`config.mk`:
```
export PLATFORM = sky130hd
export DESIGN_NAME = write_back_unit
export DESIGN_NICKNAME = d
export VERILOG_FILES = /design/src/rtl/write_back_unit_pkg.sv /design/src/rtl/write_back_unit_cycle_counter.sv /design/src/rtl/write_back_unit.sv
export SDC_FILE = /design/constraint.sdc
export NUM_CORES = 1
export LEC_CHECK = 0
export ABC_AREA = 1
export CAP_MARGIN = 20
export CORE_UTILIZATION = 39
export DETAILED_ROUTE_END_ITERATION = 10
export PLACE_DENSITY = 0.75
export SETUP_SLACK_MARGIN = 0.2
export SLEW_MARGIN = 20
export SYNTH_ARGS = -nofsm -noshare
export SYNTH_HDL_FRONTEND = slang
export SYNTH_SLANG_ARGS = --single-unit
```
`constraint.sdc`:
```
create_clock -name clock -period 1.7 [get_ports clock]
set_clock_uncertainty 0.05 [all_clocks]
set_input_delay 0.425 -clock clock [delete_from_list [all_inputs] [get_ports clock]]
set_output_delay 0.425 -clock clock [all_outputs]
set_load 0.01 [all_outputs]
```
`src/rtl/write_back_unit_pkg.sv`:
```
// ============================================================================
// Module   : write_back_unit_pkg
// Purpose  : Shared state encoding and constants for the LEGv8 writeback stage.
// Revision : 1.0 - initial release
// ============================================================================
`default_nettype none

package write_back_unit_pkg;

  // Writeback FSM states with fixed encodings so they can be decoded externally
  typedef enum logic [1:0] {
    ST_IDLE     = 2'd0,
    ST_WAIT_MEM = 2'd1,
    ST_DRIVE    = 2'd2
  } wb_state_t;

  // XZR: writes to this register are silently dropped
  localparam logic [4:0] ZERO_REG_DEFAULT = 5'd31;

endpackage

`default_nettype wire

```
`src/rtl/write_back_unit_cycle_counter.sv`:
```
// ============================================================================
// Module   : write_back_unit_cycle_counter
// Purpose  : Clearable up-counter with a terminal-count flag. It is shared
//            between the register-write hold window and the load timeout.
// Revision : 1.0 - initial release
// ============================================================================
`default_nettype none

module write_back_unit_cycle_counter #(
  parameter int WIDTH = 5
) (
  input  logic             clk,
  input  logic             rst_n,
  input  logic             clear,
  input  logic [WIDTH-1:0] terminal,
  output logic             last
);

  logic [WIDTH-1:0] count;

  // Count every cycle; a clear restarts from zero on the next edge
  always_ff @(posedge clk or negedge rst_n) begin
    if (!rst_n) begin
      count <= '0;
    end else if (clear) begin
      count <= '0;
    end else begin
      count <= count + WIDTH'(1);
    end
  end

  assign last = (count == terminal);

endmodule

`default_nettype wire

```
`src/rtl/write_back_unit.sv`:
```
// ============================================================================
// Module   : write_back_unit
// Purpose  : Writeback stage. Accepts an ALU or load result, waits for the
//            D-cache when needed, then holds the register-file write stable
//            for HOLD_CYCLES cycles. Exports busy / pending destination.
// Revision : 1.0 - initial release
// ============================================================================
`default_nettype none

module write_back_unit
  import write_back_unit_pkg::*;
#(
  parameter int         HOLD_CYCLES = 6,
  parameter int         MEM_TIMEOUT = 16,
  parameter logic [4:0] ZERO_REG    = ZERO_REG_DEFAULT
) (
  input  logic        clock,
  input  logic        resetN,
  input  logic        wbValid,
  output logic        wbReady,
  input  logic        regWriteIn,
  input  logic        memToReg,
  input  logic [4:0]  destReg,
  input  logic [31:0] aluResult,
  input  logic        cacheDataValid,
  input  logic [31:0] cacheReadData,
  output logic        regWrite,
  output logic [4:0]  writeRegister,
  output logic [31:0] writeData,
  output logic        wbBusy,
  output logic [4:0]  wbPendingReg,
  output logic        wbDone,
  output logic        wbError
);

  localparam int CNT_MAX = (HOLD_CYCLES > MEM_TIMEOUT) ? HOLD_CYCLES : MEM_TIMEOUT;
  localparam int CNT_W   = $clog2(CNT_MAX + 1);

  // Counter value on the edge that ends the phase (hold done / timeout hit)
  localparam logic [CNT_W-1:0] HOLD_TERM    = CNT_W'(HOLD_CYCLES - 1);
  localparam logic [CNT_W-1:0] TIMEOUT_TERM = CNT_W'(MEM_TIMEOUT - 1);

  wb_state_t        state;
  logic [4:0]       dest_reg_q;
  logic             cnt_clear;
  logic             cnt_last;
  logic [CNT_W-1:0] cnt_terminal;

  assign wbReady = (state == ST_IDLE);

  // Counter restarts whenever a phase begins: idle, load data arrival, or phase end
  assign cnt_clear    = (state == ST_IDLE) ||
                        ((state == ST_WAIT_MEM) && cacheDataValid) ||
                        cnt_last;
  assign cnt_terminal = (state == ST_DRIVE) ? HOLD_TERM : TIMEOUT_TERM;

  write_back_unit_cycle_counter #(
    .WIDTH (CNT_W)
  ) u_cycle_counter (
    .clk      (clock),
    .rst_n    (resetN),
    .clear    (cnt_clear),
    .terminal (cnt_terminal),
    .last     (cnt_last)
  );

  // Writeback FSM with all outputs registered
  always_ff @(posedge clock or negedge resetN) begin
    if (!resetN) begin
      state         <= ST_IDLE;
      dest_reg_q    <= '0;
      regWrite      <= 1'b0;
      writeRegister <= '0;
      writeData     <= '0;
      wbBusy        <= 1'b0;
      wbPendingReg  <= ZERO_REG;
      wbDone        <= 1'b0;
      wbError       <= 1'b0;
    end else begin
      wbDone  <= 1'b0;
      wbError <= 1'b0;
      case (state)
        ST_IDLE: begin
          if (wbValid) begin
            dest_reg_q <= destReg;
            if (!regWriteIn || (destReg == ZERO_REG)) begin
              // Nothing to write: retire immediately
              wbDone <= 1'b1;
            end else if (memToReg) begin
              state        <= ST_WAIT_MEM;
              wbBusy       <= 1'b1;
              wbPendingReg <= destReg;
            end else begin
              state         <= ST_DRIVE;
              wbBusy        <= 1'b1;
              wbPendingReg  <= destReg;
              regWrite      <= 1'b1;
              writeRegister <= destReg;
              writeData     <= aluResult;
            end
          end
        end
        ST_WAIT_MEM: begin
          // Data arriving on the timeout edge still wins
          if (cacheDataValid) begin
            state         <= ST_DRIVE;
            regWrite      <= 1'b1;
            writeRegister <= dest_reg_q;
            writeData     <= cacheReadData;
          end else if (cnt_last) begin
            state        <= ST_IDLE;
            wbBusy       <= 1'b0;
            wbPendingReg <= ZERO_REG;
            wbError      <= 1'b1;
          end
        end
        ST_DRIVE: begin
          if (cnt_last) begin
            state         <= ST_IDLE;
            regWrite      <= 1'b0;
            writeRegister <= '0;
            writeData     <= '0;
            wbBusy        <= 1'b0;
            wbPendingReg  <= ZERO_REG;
            wbDone        <= 1'b1;
          end
        end
        default: begin
          state        <= ST_IDLE;
          regWrite     <= 1'b0;
          writeData    <= '0;
          wbBusy       <= 1'b0;
          wbPendingReg <= ZERO_REG;
        end
      endcase
    end
  end

endmodule

`default_nettype wire

```
==> results of run 1 <==
-- metrics by stage --
stage / instance area (um^2) / hold WS, ps
finish: 5349 / 38.76
global route: 5349 / 51.57
CTS: 5049 / 39.31
detailed placement: 4528 / 406.9
global placement: 4528 / 401.1
floorplan: 3080 / 79.41
-- cell type report --
type | count | area (um^2) | area share (%)
clock inverters | 4 | 72.57 | 1.357
multi-input cells | 249 | 1582 | 29.57
clock buffers | 12 | 165.2 | 3.088
repair buffers | 178 | 1878 | 35.11
inverters | 18 | 70.07 | 1.310
well taps | 99 | 123.9 | 2.316
flip-flops and latches | 58 | 1458 | 27.25
-- final timing paths --
kind / to / slack [ps] / cells after the start
max in group asynchronous: wbPendingReg[2] / 1250 / 2
setup / recovery: writeData[10] / -100 / 12
hold / removal: writeData[15] / 40 / 2
hold reg to reg: wbPendingReg[3] / 410 / 2
min in group clock: wbPendingReg[3] / 410 / 2
setup reg to reg: writeData[10] / -100 / 12
-- metal layers --
layer	track usage, %	share of wire (%)	vias to the layer above
met4	10.75	1.4	0
met1	30.51	41	1576
met2	42.18	52	126
met5	0	0	-
met3	4.822	5.9	12
li1	-	-	1539
-- sequential cells by signal, summed over array words and instances, names as in the netlist --
register and count:
state 2, wbError 1, writeRegister 5, regWrite 1, wbPendingReg 5, dest_reg_q 5
wbBusy 1, wbDone 1, writeData 32, u_cycle_counter.count 5
-- cells by family (layout without fill, tap and decap cells) --
logic type,count (synthesis),count (layout),share of synthesized area (%)
DFF,58,58,48.02
and+or+nand+nor,194,194,29.68
xor gates and xnor gates,2,2,0.5772
AOI/OAI and AO/OA,48,48,12.32
adders and majority gates,5,5,2.061
buffers and inverters,43,212,7.337
-- placed cells by master, fill, tap and decap left out, drive strengths merged, types with 11 or more instances in the layout --
master,Yosys,routed
a22o,32,32
dfrtp,53,53
clkbuf,8,17
clkdlybuf4s15,0,33
clkdlybuf4s50,0,73
inv,18,18
nand4,44,44
nand2,123,123
o21ai,11,11
buf,17,62
nor2,11,11
nand3,15,15
-- power breakdown --
group	switching, W	internal (W)
sequential	0.000355	0.00200
clock	0.000578	0.000943
combinational	0.00319	0.00319
-- worst max-delay path, delay by kind of cell, from the launching register on --
kind / cells / cell delay [ps]
buffers and inverters: 6 / 640
and+or+nand+nor: 5 / 490
DFF: 1 / 400
adders and majority gates: 1 / 140
-- repair_timing --
action,in CTS,in global routing
pin swaps,7,13
endpoints found under the setup margin,103,86
resized for setup,114,68
gates cloned,4,2
setup buffers,11,12
==> key figures, run 1 <==
Synth
  • Main synth FF type: dfrtp_1
  • Proportion of netlist area held by the largest area contributor: 43.69%
  • Syn Nets: 430
  • Commonest cells post-synth: nand2_1, dfrtp_1, nand4_1, a22o_1, inv_1
  • Register area share after synthesis: 48.02%
  • Cell count after synthesis: 350
  • Number of synthesized flops with an enable pin: 0
  • Post-Syn Area per Cell: 8.673 um^2
  • Async SR Flop Fraction: 100.0%
  • Cell taking the most area after synthesis: dfrtp_1
  • Area contributors post-synth: dfrtp_1, nand2_1, a22o_1, nand4_1, dfstp_2
  • Number of synthesized register bits: 58
  • Synth cell types: 26
  • Ys Warns: 0
  • Most frequent cell after synthesis: nand2_1
  • Synth Cell Area: 3035 um^2

Setup path
  • Slowest cell on crit path: dfrtp_1
  • Critical Path Sink Type: flop
  • CP Launch Type: flop
  • CP startpoint: state[0]
  • Max Fanout on Critical Path: 8
  • Worst R2R Start: state[0]
  • WP data required: 1920 ps
  • Largest stage delay, worst path: 400 ps
  • Cells along the critical path: inv_2 > buf_6 > ha_4 > inv_4 > nor2_4 > nand3_2 > nand2_4 > buf_8 > buf_12 > clkbuf_16 > nand4_1 > nand2_1
  • CP Class: flop to flop
  • Worst EP arrival: 2020 ps

Die
  • Starting Density: 41.19%
  • Ports: 122
  • Die height: 90.22 um
  • Die W: 90.22 um
  • Core area: 7370 um^2
  • Cell row count: 31
  • Die area: 8140 um^2

Placed design
  • Placed Cells: 573
  • Setup WS pre-CTS: -267.7 ps
  • Placed wire-length estimate: 6449 um
  • Port Buf Inserts: 121
  • Final Wtd Congestion: 0.8584

Hold path
  • HP Class: primary input to async pin

Run status
  • Failing checks: negative setup slack
  • Status: complete, but fails checks

Routing
  • Vias per Instance: 5.264
  • DRC Markers: 0
  • WL/cell: 16.70 um
  • Antenna-violating nets left: 0
  • Initial detailed-routing violation count: 210
  • Final wirelength: 10320 um
  • Initial DRT Pass Iterations: 4
  • Vias: 3253

Global route
  • Initial antenna violation count: 0
  • Largest net degree at the start of global routing: 59
  • GRT Residual Overflow: 0
  • Vias in the first global route: 3139
  • Global-route wire length before repair: 15850 um
  • Gr usage total: 24.78%

STA
  • Worst-margin pin slew: 313.3 ps
  • Relative slew slack: 79.11%
  • Fmax: 556.9 MHz
  • Final setup fails: 36
  • RSZ-0062 raised after global routing: yes
  • Final count of pins violating max slew: 0
  • Fin crit share: 105.6%
  • Final worst setup slack: -95.68 ps
  • Fin. Hold Viols: 0
  • Setup_tns: -1748 ps
  • Post-layout minimum cycle time: 1796 ps

Clocking
  • CTS buffer count: 9
  • Hold_buf cts: 0
  • CTS tree: built
  • Clock root cell: clkbuf_8
  • Clock Path Buffers: 2
  • CTS H-Tree Depth: 3
  • CTS clk-pin slew, worst paths: 70 ps
  • Insertion delay to the later sink of the worst-skew pair: 340 ps
  • CTS Sinks: 58

Pwr
  • Max VDD drop: 1305 uV
  • Power density cells: 1918 nW/um^2
  • Total power: 0.01026 W
  • LEAKAGE: 2.601 nW

Finish
  • ANT cells: 0
  • Final core occ: 72.58%
  • Nets: 594
  • Share of layout cells above drive strength 1: 28.52%
  • P&R area growth vs syn: 76.22%
  • Fin cells: 618
  • Fillers: 537

Flow run
  • Max-Cap Viols: 0
Power figures use the tool's default switching activity.
==> run 2, diff against run 1 <==
--- a/config.mk
+++ b/config.mk
@@ -7,7 +7,9 @@
 export LEC_CHECK = 0
 export ABC_AREA = 1
 export CAP_MARGIN = 20
-export CORE_UTILIZATION = 39
+export CELL_PAD_IN_SITES_DETAIL_PLACEMENT = 0
+export CELL_PAD_IN_SITES_GLOBAL_PLACEMENT = 2
+export CORE_UTILIZATION = 22
 export DETAILED_ROUTE_END_ITERATION = 10
 export PLACE_DENSITY = 0.75
 export SETUP_SLACK_MARGIN = 0.2
==> run 2 against run 1 <==
Compared with the run above:
- the flow now finishes without violations
- utilization decreased by 32 points
- via count decreased by 3.5%
- combinational power decreased by 9.6%
- critical path depth decreased by 8
- sequential share of layout area decreased by 0.57 points
- non-clock buffer count unchanged
- register-to-register slack improved by 130 ps
==> key figures, run 2 (synthesized netlist as in run 1, its figures left out) <==
Finish
  • Biggest register: writeData (unchanged)
  • P&R area growth vs syn: 80.01% (was 76.22%)
  • Most frequent cells in the layout: nand2_1, clkdlybuf4s50_1, dfrtp_1 (unchanged)
  • Fillers: 1370 (was 537)
  • Commonest non-fill, non-tap cell in the layout: nand2_1 (unchanged)
  • Max reg flops: 32 (unchanged)
  • Final core occ: 40.94% (was 72.58%)
  • Final Instance Area: 5464 um^2 (was 5349 um^2)
  • ANT cells: 0 (unchanged)
  • Share of layout cells above drive strength 1: 24.47% (was 28.52%)
  • Nets: 594 (unchanged)

STA
  • Fin crit share: 98.22% (was 105.6%)
  • Final count of pins violating max slew: 0 (unchanged)
  • Final worst setup slack: 30.21 ps (was -95.68 ps)
  • Fin. Hold Viols: 0 (unchanged)
  • Fmax: 598.9 MHz (was 556.9 MHz)
  • Final setup fails: 0 (was 36)
  • Post-layout minimum cycle time: 1670 ps (was 1796 ps)
  • Relative slew slack: 77.58% (was 79.11%)
  • Worst-margin pin slew: 336.3 ps (was 313.3 ps)
  • RSZ-0062 raised after global routing: yes (unchanged)

Setup path
  • Worst EP arrival: 1190 ps (was 2020 ps)
  • CP Class: flop to output pin (was flop to flop)
  • Critical Path Sink Type: output pin (was flop)
  • WP data required: 1220 ps (was 1920 ps)
  • CP Launch Type: flop (unchanged)
  • Max Fanout on Critical Path: 3 (was 8)

Global route
  • GRT Residual Overflow: 0 (unchanged)
  • Largest net degree at the start of global routing: 59 (unchanged)
  • Gr usage total: 14.24% (was 24.78%)
  • Initial antenna violation count: 0 (unchanged)
  • Global-route wire length before repair: 15610 um (was 15850 um)
  • Vias in the first global route: 3071 (was 3139)

Run status
  • Status: finished clean (was complete, but fails checks)

Die
  • Die height: 119.5 um (was 90.22 um)
  • Die W: 119.5 um (was 90.22 um)
  • Cell row count: 42 (was 31)
  • Starting Density: 22.74% (was 41.19%)
  • Ports: 122 (unchanged)
  • Core area: 13350 um^2 (was 7370 um^2)
  • Die area: 14270 um^2 (was 8140 um^2)

Routing
  • Vias per Instance: 4.517 (was 5.264)
  • Initial DRT Pass Iterations: 4 (unchanged)
  • DRC Markers: 0 (unchanged)
  • WL/cell: 14.47 um (was 16.70 um)
  • Final wirelength: 10060 um (was 10320 um)
  • Vias: 3139 (was 3253)
  • Antenna-violating nets left: 0 (unchanged)
  • Initial detailed-routing violation count: 164 (was 210)

Placed design
  • Final Wtd Congestion: 0.7318 (was 0.8584)
  • DP Area: 4639 um^2 (was 4528 um^2)
  • Placed wire-length estimate: 6879 um (was 6449 um)
  • Port Buf Inserts: 121 (unchanged)
  • Setup WS pre-CTS: -286.6 ps (was -267.7 ps)

Clocking
  • CTS tree: built (unchanged)
  • CTS Sinks: 58 (unchanged)
  • Insertion delay to the later sink of the worst-skew pair: 320 ps (was 340 ps)
  • CTS buffer count: 9 (unchanged)
  • Clock Path Buffers: 2 (unchanged)
  • Clock root cell: clkbuf_16 (was clkbuf_8)
  • CTS H-Tree Depth: 3 (unchanged)
  • CTS clk-pin slew, worst paths: 50 ps (was 70 ps)

Pwr
  • Max VDD drop: 716.6 uV (was 1305 uV)
  • Power density cells: 1871 nW/um^2 (was 1918 nW/um^2)
  • LEAKAGE: 2.662 nW (was 2.601 nW)

Flow run
  • Max-Cap Viols: 0 (unchanged)

Hold path
  • HP Class: primary input to async pin (unchanged)
run 2: changes by cell type in the layout (fill, tap and decap cells not counted), moves of 7 or more:
cell / before / now
clkbuf_16: 2 / 11
clkbuf_8: 12 / 2
buf_6: 10 / 17
nand2_2: 32 / 18
clkdlybuf4s15_1: 33 / 22
dlygate4sd2_1: 5 / 19
nand2_1: 80 / 99
run 2: report_power, final:
group / switching [W] / internal (W)
Combinational: 0.00292 / 0.00285
Clock: 0.000627 / 0.00151
Sequential: 0.000310 / 0.00200
Total: 0.00386 / 0.00636
run 2: layer usage:
layer	share of wire [%]	GRT usage [%]	routed length, um
met3	7.1	3.736	710
met2	49	23.70	4953
met5	0	0	0
met1	42	17.50	4272
met4	1.2	5.469	123
run 2: path summary, 6_finish.rpt:
| check | start | end | slack [ps] | cells past startpoint |
|---|---|---|---|---|
| max in group asynchronous | resetN | wbPendingReg[1] | 1250 | 2 |
| setup reg to reg | state[1] | writeData[2] | 30 | 11 |
| hold / removal | resetN | wbBusy | 60 | 2 |
| min in group clock | wbPendingReg[4] | wbPendingReg[4] | 410 | 2 |
| hold reg to reg | wbPendingReg[4] | wbPendingReg[4] | 410 | 2 |
| setup / recovery | state[0] | wbReady | 30 | 4 |
run 2: per-stage QoR:
step                      TNS [ps]  hold WS, ps  cells  power (W)
after detailed placement     -8614        406.1    655   0.007266
after floorplan                  0        79.41    350   0.005120
after global routing         -2063        85.95    695    0.01097
after global placement       -7839        400.2    655   0.007241
final                            0        59.68    695    0.01022
after CTS                        0        69.95    688   0.009871
run 2: repair_timing:
item | 4_1_cts | 5_1_grt
gates cloned | 2 | 2
hold buffers | 0 | 0
pin swaps | 18 | 15
setup buffers | 15 | 5
setup endpoints to repair | 103 | 73
gates resized for setup | 110 | 44
run 2: critical path: stages, from the launching register on:
cell,delay [ps]
dfrtp_1,390
inv_2,120
ha_4,160
buf_4,110
buf_6,90
run 2: layout make-up:
class	instances	area [um^2]	area share, %
repair buffers	178	1827	33.43
multi-input cells	249	1533	28.05
flip-flops and latches	58	1458	26.68
clock buffers	12	256.5	4.694
well taps	176	220.2	4.030
clock inverters	4	97.59	1.786
inverters	18	72.57	1.328
